--- config.mk ---
export PLATFORM = sky130hd
export DESIGN_NAME = rst_sequencer
export DESIGN_NICKNAME = d
export VERILOG_FILES = /design/src/rtl/rst_sequencer.sv
export SDC_FILE = /design/constraint.sdc
export NUM_CORES = 1
export LEC_CHECK = 0
export BUFFER_PORTS_ARGS = -buffer_cell sky130_fd_sc_hd__buf_2
export CORE_AREA = 2 2 57 59
export DETAILED_ROUTE_END_ITERATION = 10
export DIE_AREA = 0 0 59 61
export GPL_TIMING_DRIVEN = 0
export PLACE_DENSITY_LB_ADDON = 0.3
export SLEW_MARGIN = 20
export SYNTH_ARGS = -nofsm -noshare
export SYNTH_HDL_FRONTEND = slang
export SYNTH_SLANG_ARGS = --single-unit
--- constraint.sdc ---
create_clock -name clk_i -period 1.7 [get_ports clk_i]
set_input_delay 0.085 -clock clk_i [delete_from_list [all_inputs] [get_ports clk_i]]
set_output_delay 0.085 -clock clk_i [all_outputs]
set_load 0.01 [all_outputs]
--- src/rtl/rst_sequencer.sv ---
// Reset sequencer: merges POR, debounced push-button and debug reset requests,
// qualifies PLL lock and releases system then peripheral reset in order.
module rst_sequencer #(
  parameter int unsigned SYNC_STAGES     = 2,
  parameter int unsigned DEBOUNCE_CYCLES = 16,
  parameter int unsigned LOCK_CYCLES     = 64,
  parameter int unsigned HOLD_CYCLES     = 32,
  parameter int unsigned PERIPH_DELAY    = 8
) (
  input  logic       clk_i,
  input  logic       rst_i,
  input  logic       ext_rst_ni,
  input  logic       ndm_req_i,
  input  logic       pll_lock_i,
  input  logic       rst_cause_clr_i,
  output logic       sys_rst_no,
  output logic       periph_rst_no,
  output logic       ndm_ack_o,
  output logic [3:0] rst_cause_o
);

  localparam int unsigned DbW    = $clog2(DEBOUNCE_CYCLES + 1);
  localparam int unsigned CntMax = (LOCK_CYCLES > HOLD_CYCLES) ?
                                   ((LOCK_CYCLES > PERIPH_DELAY) ? LOCK_CYCLES : PERIPH_DELAY) :
                                   ((HOLD_CYCLES > PERIPH_DELAY) ? HOLD_CYCLES : PERIPH_DELAY);
  localparam int unsigned CntW   = $clog2(CntMax + 1);

  typedef enum logic [2:0] {
    StPor,
    StWaitLock,
    StHold,
    StRelease,
    StRun
  } state_e;

  state_e                 state_q;
  logic [SYNC_STAGES-1:0] sync_q;
  logic [DbW-1:0]         db_cnt_q;
  logic [CntW-1:0]        cnt_q;
  logic                   ext_act_q;
  logic                   ndm_pend_q;

  logic       ext_act;
  logic       ext_rise;
  logic       ev_lock;
  logic       in_active;
  logic       ev_any;
  logic [3:0] new_cause;

  always_ff @(posedge clk_i or posedge rst_i) begin
    if (rst_i) begin
      sync_q   <= '1;
      db_cnt_q <= '0;
    end else begin
      sync_q <= {sync_q[SYNC_STAGES-2:0], ext_rst_ni};
      if (sync_q[SYNC_STAGES-1]) begin
        db_cnt_q <= '0;
      end else if (db_cnt_q != DbW'(DEBOUNCE_CYCLES)) begin
        db_cnt_q <= db_cnt_q + 1'b1;
      end
    end
  end

  always_comb begin
    ext_act   = (db_cnt_q == DbW'(DEBOUNCE_CYCLES));
    ext_rise  = ext_act & ~ext_act_q;
    ev_lock   = ~pll_lock_i;
    in_active = (state_q == StRelease) || (state_q == StRun);
    ev_any    = in_active & (ev_lock | ext_rise | ndm_req_i);
    new_cause = in_active ? {ev_lock, ndm_req_i, ext_rise, 1'b0} : 4'b0000;
  end

  always_ff @(posedge clk_i or posedge rst_i) begin
    if (rst_i) begin
      state_q       <= StPor;
      sys_rst_no    <= 1'b0;
      periph_rst_no <= 1'b0;
      ndm_ack_o     <= 1'b0;
      rst_cause_o   <= 4'b0001;
      cnt_q         <= '0;
      ndm_pend_q    <= 1'b0;
      ext_act_q     <= 1'b0;
    end else begin
      ext_act_q   <= ext_act;
      ndm_ack_o   <= 1'b0;
      // A clear coinciding with a new event still leaves the event's bit set.
      rst_cause_o <= (((state_q == StRun) && rst_cause_clr_i) ? 4'b0000 : rst_cause_o)
                     | new_cause;
      if (ev_any) begin
        sys_rst_no    <= 1'b0;
        periph_rst_no <= 1'b0;
        cnt_q         <= '0;
        if (ndm_req_i) ndm_pend_q <= 1'b1;
        state_q <= ev_lock ? StWaitLock : StHold;
      end else begin
        unique case (state_q)
          StPor: begin
            state_q <= StWaitLock;
            cnt_q   <= '0;
          end
          StWaitLock: begin
            if (!pll_lock_i) begin
              cnt_q <= '0;
            end else if (cnt_q == CntW'(LOCK_CYCLES - 1)) begin
              state_q <= StHold;
              cnt_q   <= '0;
            end else begin
              cnt_q <= cnt_q + 1'b1;
            end
          end
          StHold: begin
            if (!pll_lock_i) begin
              state_q <= StWaitLock;
              cnt_q   <= '0;
            end else if (ext_act) begin
              cnt_q <= '0;
            end else if (cnt_q == CntW'(HOLD_CYCLES - 1)) begin
              state_q    <= StRelease;
              cnt_q      <= '0;
              sys_rst_no <= 1'b1;
              ndm_ack_o  <= ndm_pend_q;
              ndm_pend_q <= 1'b0;
            end else begin
              cnt_q <= cnt_q + 1'b1;
            end
          end
          StRelease: begin
            if (cnt_q == CntW'(PERIPH_DELAY - 1)) begin
              state_q       <= StRun;
              cnt_q         <= '0;
              periph_rst_no <= 1'b1;
            end else begin
              cnt_q <= cnt_q + 1'b1;
            end
          end
          StRun: begin
            cnt_q <= '0;
          end
          default: begin
            state_q <= StPor;
          end
        endcase
      end
    end
  end

endmodule
==> results.yml, run 1 <==
synthesis:
  synth-main-ff-cell: "dfrtp_1"
  ys_seq_area_share_pct: 42.4
  syn_inst: 161
  syn_area_um2: 1540
  yosysUniqueCellTypes: 56
  ys.warnings.count: 0
  async_flop_share_pct: 100
  synth_nets: 170
  synth-seq-cells: 26
  avgSynthCellArea_um2: 9.58
  synth_edf_count: 0
clocking:
  clkLatencyLatePin_ps: 330
  cts.sinks: 26
  cts_buffer_depth: 2
  cts-root-buf: "clkbuf_4"
  clk_pin_slew_ps: 140
  ctsHtreeMaxLevel: 1
  cts_inserted_buffers: 3
  tritoncts: "built"
critical_path:
  required_ps: 1920
  r2r_start: "cnt_q[0]$_DFFE_PP0P_"
  start_kind: "register"
  critPathArrivalTime_ps: 2030
  endpoint_kind: "register"
  slowest_stage: "dfrtp_1"
  critical-path-max-stage-delay_ps: 420
  rr_worst_depth: 6
  reg2reg_slack_ps: -110
  critPathKind: "reg -> reg"
  crit_family: "compound AO/OA/AOI/OAI gates"
  crit_chain: "ha_4, nand3b_4, o211ai_1, o221a_4, a21oi_4, a221o_1"
  path_buf_inv: 0
  crit_fanout: 7
  r2r_end: "cnt_q[3]$_DFFE_PP0P_"
timing:
  hold_viol: 0
  setup_ws_ps: -105
  fmax_mhz: 554
  hold_ws_ps: 39.6
  fin_skew_ps: 1.38
  setup_violations: 6
  min_period_over_period_pct: 106
  slew_violations: 0
  worst_slew_pin_slew_ps: 963
  rsz0062_at_grt: "yes"
  max-slew-margin-rel_pct: 35.7
  period_needed_ps: 1810
power:
  power_mw: 1.81
  ir_worst_vdd_v: 0.000472
  p_leak_nw: 0.882
  p_per_area_nw_per_um2: 933
place:
  io_buffer_count: 12
  gp_congestion: 0.907
  hpwl_mm: 2.33
  dp_slack_ps: -216
  placed_cells: 206
die:
  row_count: 20
  start_util_pct: 52.2
  core_um2: 2950
  die_w_um: 59
  die_h_um: 61
  pin_count: 13
  design.die.area_um2: 3600
route:
  drt-initial-drc-count: 85
  drt-pass1-iter-count: 4
  drc_errors: 0
  avgRoutedWirePerCell_um: 16.6
  antenna_left: 0
  num_vias: 1369
  drt_wl_total_mm: 3.78
  vias_per_cell: 6.00
hold_path:
  hold_depth: 2
  hold_path.class: "in -> reg"
  hold_start: "ndm_req_i"
  min_to: "ndm_pend_q$_DFFE_PP0P_"
global_route:
  antenna_found_initial: 0
  grt_pass1_vias: 1313
  grt_pass1_wl_mm: 6.20
  overflow: 0
  grt_max_degree: 27
  grt_usage_pct: 23.2
flow_run:
  drv_cap: 0
cells_and_area:
  nets: 205
  fin_util_pct: 65.8
  area_growth_syn_to_layout_pct: 25.9
  diodes: 0
  drive_above_1_share_pct: 34.9
  final_cell_mix: "dfrtp_1 (20), nand2_1 (19), buf_4 (16)"
  final_common_cell: "dfrtp_1"
  instances_no_fill: 228
status:
  status: "finished with violations"
  violations: "setup timing"
[cell type report]
cell class | count | area, um^2
fillers | 240 | 1010
multi-input cells | 119 | 907
flip-flops and latches | 26 | 658
repair buffers | 30 | 204
plain buffers | 7 | 63.8
inverters | 9 | 41.3
well taps | 33 | 41.3
clock buffers | 4 | 26.3
[power breakdown]
| group | internal, mW | leakage [nW] | switching, mW |
|---|---|---|---|
| registers | 0.683 | 0.320 | 0.0689 |
| logic | 0.372 | 0.547 | 0.406 |
| clock network | 0.0921 | 0.0150 | 0.190 |
| total | 1.15 | 0.882 | 0.665 |
[Yosys cell counts, drive strengths merged, types with 3 or more instances]
master,number,area (um^2)
a211oi,3,22.5
dfstp,3,78.8
clkbuf,3,21.3
a31oi,3,18.8
nand3,8,40.0
o21ai,9,45.0
nor3,5,30.0
nand2b,3,21.3
buf,4,37.5
nand2,19,71.3
dfrtp,23,576
a21oi,9,52.6
nor2,15,71.3
inv,9,36.3
ha,3,37.5
[worst max path at each step]
stage                     slack, ps               startpoint  depth (start not counted)                   end
after detailed placement       -220     cnt_q[0]$_DFFE_PP0P_                          6  cnt_q[3]$_DFFE_PP0P_
final                          -110     cnt_q[0]$_DFFE_PP0P_                          6  cnt_q[3]$_DFFE_PP0P_
after floorplan                   5     cnt_q[0]$_DFFE_PP0P_                          6  cnt_q[6]$_DFFE_PP0P_
after global placement         -180     cnt_q[0]$_DFFE_PP0P_                          6  cnt_q[6]$_DFFE_PP0P_
after CTS                      -100     cnt_q[1]$_DFFE_PP0P_                          6  cnt_q[3]$_DFFE_PP0P_
after global routing           -180  db_cnt_q[0]$_DFFE_PP0P_                          9  cnt_q[3]$_DFFE_PP0P_
[cells by family (layout without fill, tap and decap cells)]
group,after synthesis,in the layout,synth area share [%]
XOR/XNOR,2,2,1.14
flip-flops,26,26,42.4
AO/OA/AOI/OAI,44,44,20.6
buffers and inverters,16,50,6.16
adder cells (fa/ha/maj),3,3,2.43
multiplexers,1,1,0.730
AND/OR/NAND/NOR,69,69,26.5
[stage by stage]
| step | setup TNS, ps | area (um^2) |
|---|---|---|
| floorplan | 0 | 1540 |
| global placement | -730 | 1640 |
| detailed placement | -964 | 1640 |
| CTS | -371 | 1850 |
| global route | -1090 | 1940 |
| finish | -439 | 1940 |
[registers in the layout, summed over array words and instances, names as in the netlist]
name / flops
cnt_q: 7
rst_cause_o: 4
sys_rst_no: 1
ext_act_q: 1
db_cnt_q: 5
sync_q: 2
periph_rst_no: 1
ndm_ack_o: 1
state_q: 3
ndm_pend_q: 1
[repair_timing]
item	in CTS	in global routing
hold buffers	2	0
resized for setup	9	20
pin swaps	4	13
setup endpoints to repair	6	13
buffers inserted	13	4
hold endpoints to repair	19	0
cloned	0	0
[routing by layer]
metal | share of wire [%] | track usage, % | vias up
met5 | 0 | 0 | -
met4 | 2.8 | 12.0 | 0
met1 | 42 | 29.3 | 670
met2 | 52 | 39.2 | 39
met3 | 3.5 | 2.77 | 8
li1 | - | - | 652
(Power assumes the default switching activity.)
==> run 2: changes to the inputs <==
- CORE_AREA: 2 2 57 59 -> 2 2 56 58
- CTS_BUF_LIST: default -> sky130_fd_sc_hd__clkbuf_8
- DIE_AREA: 0 0 59 61 -> 0 0 58 60
- TNS_END_PERCENT: default -> 30
==> run 2 against run 1 <==
Against the previous run: the run still ends with setup timing left; global-route usage down 0.10 points; sequential share of layout area down 0.87 points; die area fell by 3.3%; final cell count is 0.44% higher; maximum frequency down 0.34%; utilization increased by 2.6 points; critical path depth increased by 1; flip-flop and latch count is the same; non-clock buffer count rose by 1; total power up 13%; largest power group unchanged; highest routed layer unchanged.
==> results.yml, run 2 (synthesized netlist as in run 1, its figures left out) <==
power:
  p_comb_share_pct: 38.1
  p_switching_mw: 0.680
  clock_power_share_pct: 25.6
  pwr-share-seq_pct: 36.3
  p_leak_nw: 0.911
  p_int_mw: 1.37
  p_per_area_nw_per_um2: 1030
  ir_worst_vdd_v: 0.000738
  netSwitchingFraction_pct: 33.2
clocking:
  cts_inserted_buffers: 3
  tritoncts: "built"
  cts.sinks: 26
  clkLatencyLatePin_ps: 280
  cts-root-buf: "clkbuf_8"
  cts_buffer_depth: 2
  clk_pin_slew_ps: 100
  ctsHtreeMaxLevel: 1
critical_path:
  r2r_end: "cnt_q[1]$_DFFE_PP0P_"
  required_ps: 1930
  endpoint: "cnt_q[1]$_DFFE_PP0P_"
  reg2reg_slack_ps: -110
  critPathArrivalTime_ps: 2040
  path_buf_inv: 1
  slowest_stage: "dfrtp_1"
  critical-path-max-stage-delay_ps: 420
  path_depth: 7
  critPathKind: "reg -> reg"
  r2r_start: "cnt_q[1]$_DFFE_PP0P_"
  crit_family: "compound AO/OA/AOI/OAI gates"
  crit_fanout: 7
  crit_chain: "ha_4, nand3b_4, nor4_4, o221a_4, buf_6, a2111oi_4, a21o_1"
  critPathLaunch: "cnt_q[1]$_DFFE_PP0P_"
  endpoint_kind: "register"
  start_kind: "register"
  rr_worst_depth: 7
die:
  start_util_pct: 53.1
  pin_count: 13
  row_count: 20
  die_w_um: 58
  die_h_um: 60
  core_um2: 2900
  design.die.area_um2: 3480
timing:
  hold_ws_ps: 11.3
  rsz0062_at_grt: "yes"
  setup_violations: 6
  slew_violations: 0
  fmax_mhz: 552
  max-slew-margin-rel_pct: 35.2
  worst_slew_pin_slew_ps: 971
  hold_viol: 0
  period_needed_ps: 1810
  fin_skew_ps: 9.96
  min_period_over_period_pct: 107
  setup_ws_ps: -111
route:
  drc_errors: 0
  avgRoutedWirePerCell_um: 17.0
  drt-pass1-iter-count: 4
  vias_per_cell: 6.25
  antenna_left: 0
  num_vias: 1431
  drt_wl_total_mm: 3.90
  drt-initial-drc-count: 96
hold_path:
  hold_path.class: "in -> async"
cells_and_area:
  top_register: "cnt_q"
  drive_above_1_share_pct: 34.2
  fin_util_pct: 68.4
  top_regs: "cnt_q: 7 flops, db_cnt_q: 5 flops, rst_cause_o: 4 flops"
  final_cell_mix: "dfrtp_1 (22), nand2_1 (19), buf_4 (15)"
  final_common_cell: "dfrtp_1"
  diodes: 0
  largest_reg_flops: 7
  area_growth_syn_to_layout_pct: 28.7
  nets: 206
status:
  status: "finished with violations"
  violations: "setup timing"
global_route:
  overflow: 0
  grt_usage_pct: 23.1
  antenna_found_initial: 0
  grt_max_degree: 27
  grt_pass1_vias: 1389
  grt_pass1_wl_mm: 6.09
flow_run:
  drv_cap: 0
place:
  io_buffer_count: 12
  hpwl_mm: 2.32
  gp_congestion: 0.882
  dp_slack_ps: -205
## run 2: power groups by stage
stage / Sequential, mW / Clock (mW) / Combinational, mW
floorplan: 0.739 / 0 / 0.409
global placement: 0.749 / 0 / 0.485
detailed placement: 0.752 / 0 / 0.504
CTS: 0.742 / 0.529 / 0.619
global route: 0.754 / 0.548 / 0.840
finish: 0.743 / 0.525 / 0.781
## run 2: timing repair
item / in CTS / in global routing
setup endpoints to repair: 6 / 12
buffers inserted: 8 / 10
pin swaps: 5 / 8
hold buffers: 1 / 0
endpoints found under the hold margin: 1 / 0
resized for setup: 10 / 14
## run 2: per-stage QoR
stage | cells | instance area [um^2] | setup TNS, ps | power (mW)
6_report | 229 | 1990 | -310 | 2.05
5_1_grt | 229 | 1990 | -1250 | 2.14
4_1_cts | 219 | 1840 | -514 | 1.89
3_5_place_dp | 206 | 1640 | -971 | 1.26
3_3_place_gp | 206 | 1640 | -732 | 1.23
2_1_floorplan | 161 | 1540 | 0 | 1.15
## run 2: worst reg2reg max path, cell delays in order (launching register included)
cell and delay [ps]:
dfrtp_1 420, ha_4 180, nand3b_4 120, nor4_4 60
o221a_4 360, buf_6 140, a2111oi_4 350, a21o_1 120
## run 2: final cells by class
class | count | area (um^2)
fillers | 221 | 917
multi-input cells | 119 | 893
flip-flops and latches | 26 | 656
repair buffers | 31 | 220
plain buffers | 7 | 62.6
clock buffers | 3 | 41.3
inverters | 9 | 41.3
well taps | 33 | 41.3
clock inverters | 1 | 30.0
## run 2: worst min path at each step
stage / startpoint / to / slack [ps] / cells past startpoint
after floorplan: ext_rst_ni / sync_q[0]$_DFF_PP1_ / 90 / 0
after global placement: ext_rst_ni / sync_q[0]$_DFF_PP1_ / 190 / 1
after detailed placement: ext_rst_ni / sync_q[0]$_DFF_PP1_ / 190 / 1
after CTS: rst_i / db_cnt_q[1]$_DFFE_PP0P_ / 50 / 2
after global routing: rst_i / cnt_q[1]$_DFFE_PP0P_ / 90 / 2
final: rst_i / db_cnt_q[1]$_DFFE_PP0P_ / 10 / 2
## run 2: routing by layer
metal | track usage (%) | vias up | wire (um)
li1 | - | 656 | -
met1 | 26.1 | 698 | 1450
met2 | 43.0 | 62 | 2160
met3 | 2.60 | 15 | 165
met4 | 11.3 | 0 | 133
met5 | 0 | - | 0
==> run 3: changes to the inputs <==
--- a/config.mk
+++ b/config.mk
@@ -7,8 +7,8 @@
 export LEC_CHECK = 0
 export BUFFER_PORTS_ARGS = -buffer_cell sky130_fd_sc_hd__buf_2
-export CORE_AREA = 2 2 56 58
+export CORE_AREA = 2 2 52 64
 export CTS_BUF_LIST = sky130_fd_sc_hd__clkbuf_8
 export DETAILED_ROUTE_END_ITERATION = 10
-export DIE_AREA = 0 0 58 60
+export DIE_AREA = 0 0 54 66
 export GPL_TIMING_DRIVEN = 0
 export PLACE_DENSITY_LB_ADDON = 0.3
==> constraint.sdc (replaced) <==
create_clock -name clk_i -period 1.7 [get_ports clk_i]
set_input_delay 0.17 -clock clk_i [delete_from_list [all_inputs] [get_ports clk_i]]
set_output_delay 0.17 -clock clk_i [all_outputs]
set_load 0.01 [all_outputs]
==> run 3 against run 2 <==
Against the previous run: the flow still finishes with violations (setup timing); sequential power about the same; final cell count decreased by 1.3%; worst setup slack gained 59 ps.
==> results.yml, run 3 (synthesized netlist as in run 1, its figures left out) <==
global_route:
  antenna_found_initial: 0
  grt_usage_pct: 21.4
  grt_max_degree: 27
  grt_pass1_vias: 1253
  grt_pass1_wl_mm: 5.72
  overflow: 0
timing:
  fin_skew_ps: 10.7
  worst_slew_pin_slew_ps: 967
  setup_ws_ps: -52.0
  hold_ws_ps: 103
  hold_viol: 0
  fmax_mhz: 571
  slew_violations: 0
  min_period_over_period_pct: 103
  rsz0062_at_grt: "yes"
  max-slew-margin-rel_pct: 35.4
  period_needed_ps: 1750
  setup_violations: 4
die:
  start_util_pct: 51.9
  design.die.area_um2: 3560
  die_w_um: 54
  pin_count: 13
  die_h_um: 66
  core_um2: 2970
  row_count: 22
status:
  status: "finished with violations"
  violations: "setup timing"
critical_path:
  critPathKind: "reg -> reg"
  start_kind: "register"
  endpoint_kind: "register"
  rr_worst_depth: 7
  reg2reg_slack_ps: -50
  critPathArrivalTime_ps: 1970
  required_ps: 1910
  r2r_start: "cnt_q[1]$_DFFE_PP0P_"
  critPathLaunch: "cnt_q[1]$_DFFE_PP0P_"
  r2r_end: "cnt_q[1]$_DFFE_PP0P_"
  crit_fanout: 6
route:
  drc_errors: 0
  drt_wl_total_mm: 3.47
  avgRoutedWirePerCell_um: 15.3
  drt-pass1-iter-count: 4
  vias_per_cell: 5.77
  drt-initial-drc-count: 52
  antenna_left: 0
  num_vias: 1305
cells_and_area:
  fin_util_pct: 64.6
  nets: 200
  area_growth_syn_to_layout_pct: 24.6
  top_regs: "cnt_q: 7 flops, db_cnt_q: 5 flops, rst_cause_o: 4 flops"
  nFillCells: 238
  final_common_cell: "dfrtp_1"
  final_cell_mix: "dfrtp_1 (20), nand2_1 (19), buf_2 (12)"
  top_register: "cnt_q"
  largest_reg_flops: 7
  seqCellArea_um2: 658
  drive_above_1_share_pct: 32.6
  instances_no_fill: 226
  diodes: 0
  multi_input_area_um2: 892
power:
  p_per_area_nw_per_um2: 1050
  pwr-share-seq_pct: 37.0
  p_leak_nw: 0.867
  p_int_mw: 1.36
  p_switching_mw: 0.652
  clock_power_share_pct: 25.9
  p_comb_share_pct: 37.1
  ir_worst_vdd_v: 0.000678
  power_mw: 2.01
  netSwitchingFraction_pct: 32.4
hold_path:
  hold_path.class: "in -> async"
clocking:
  cts.sinks: 26
  clkLatencyLatePin_ps: 280
  cts-root-buf: "clkbuf_8"
  cts_inserted_buffers: 3
  clk_pin_slew_ps: 100
  tritoncts: "built"
  cts_buffer_depth: 2
  ctsHtreeMaxLevel: 1
place:
  hpwl_mm: 2.17
  gp_congestion: 0.899
  placed_cells: 209
  dp_slack_ps: -201
  io_buffer_count: 12
flow_run:
  drv_cap: 0
run 3: cell types whose count changed in the layout (fill, tap and decap cells not counted), sizes merged:
cell | previous run | this run
nor2 | 15 | 16
buf | 34 | 27
run 3: timing repair:
action,in CTS,in global routing
endpoints found under the hold margin,1,0
resized for setup,7,13
gates cloned,1,0
pin swaps,4,8
setup buffers,8,3
setup endpoints to repair,6,11
hold buffers,1,0
run 3: metrics by stage:
| step | area (um^2) | setup TNS, ps |
|---|---|---|
| CTS | 1840 | -365 |
| global route | 1920 | -660 |
| floorplan | 1540 | 0 |
| detailed placement | 1650 | -877 |
| global placement | 1650 | -741 |
| finish | 1920 | -139 |
run 3: layer usage:
metal	up-vias	wire [um]	track usage, %
met4	0	31	6.56
met3	4	119	2.49
met5	-	0	0
li1	644	-	-
met1	626	1550	29.9
met2	31	1770	34.1
run 3: cell type report:
cell class | instances | area share (%)
multi-input combinational | 120 | 46.4
sequential | 26 | 34.2
timing repair buffer | 24 | 8.14
buffer | 7 | 3.26
tap | 36 | 2.34
clock buffer | 3 | 2.15
inverter | 9 | 1.89
clock inverter | 1 | 1.56
run 3: worst max-delay path by stage:
stage | to | cells past startpoint
final | cnt_q[1]$_DFFE_PP0P_ | 7
after global routing | cnt_q[1]$_DFFE_PP0P_ | 9
after CTS | cnt_q[3]$_DFFE_PP0P_ | 6
after detailed placement | cnt_q[3]$_DFFE_PP0P_ | 6
after global placement | cnt_q[3]$_DFFE_PP0P_ | 6
after floorplan | cnt_q[6]$_DFFE_PP0P_ | 6
run 3: critical path, cell delays in order, from the launching register on:
cell	delay (ps)
dfrtp_1	420
ha_4	180
nand3b_4	120
nor4_4	60
o221a_4	330
buf_6	140
a2111oi_4	330
a21o_1	120
run 3: power by group through the flow:
stage	Clock, mW	Combinational (mW)	Sequential [mW]
after floorplan	0	0.409	0.739
after global placement	0	0.488	0.748
after detailed placement	0	0.496	0.753
after CTS	0.527	0.618	0.743
after global routing	0.567	0.818	0.756
final	0.520	0.746	0.745
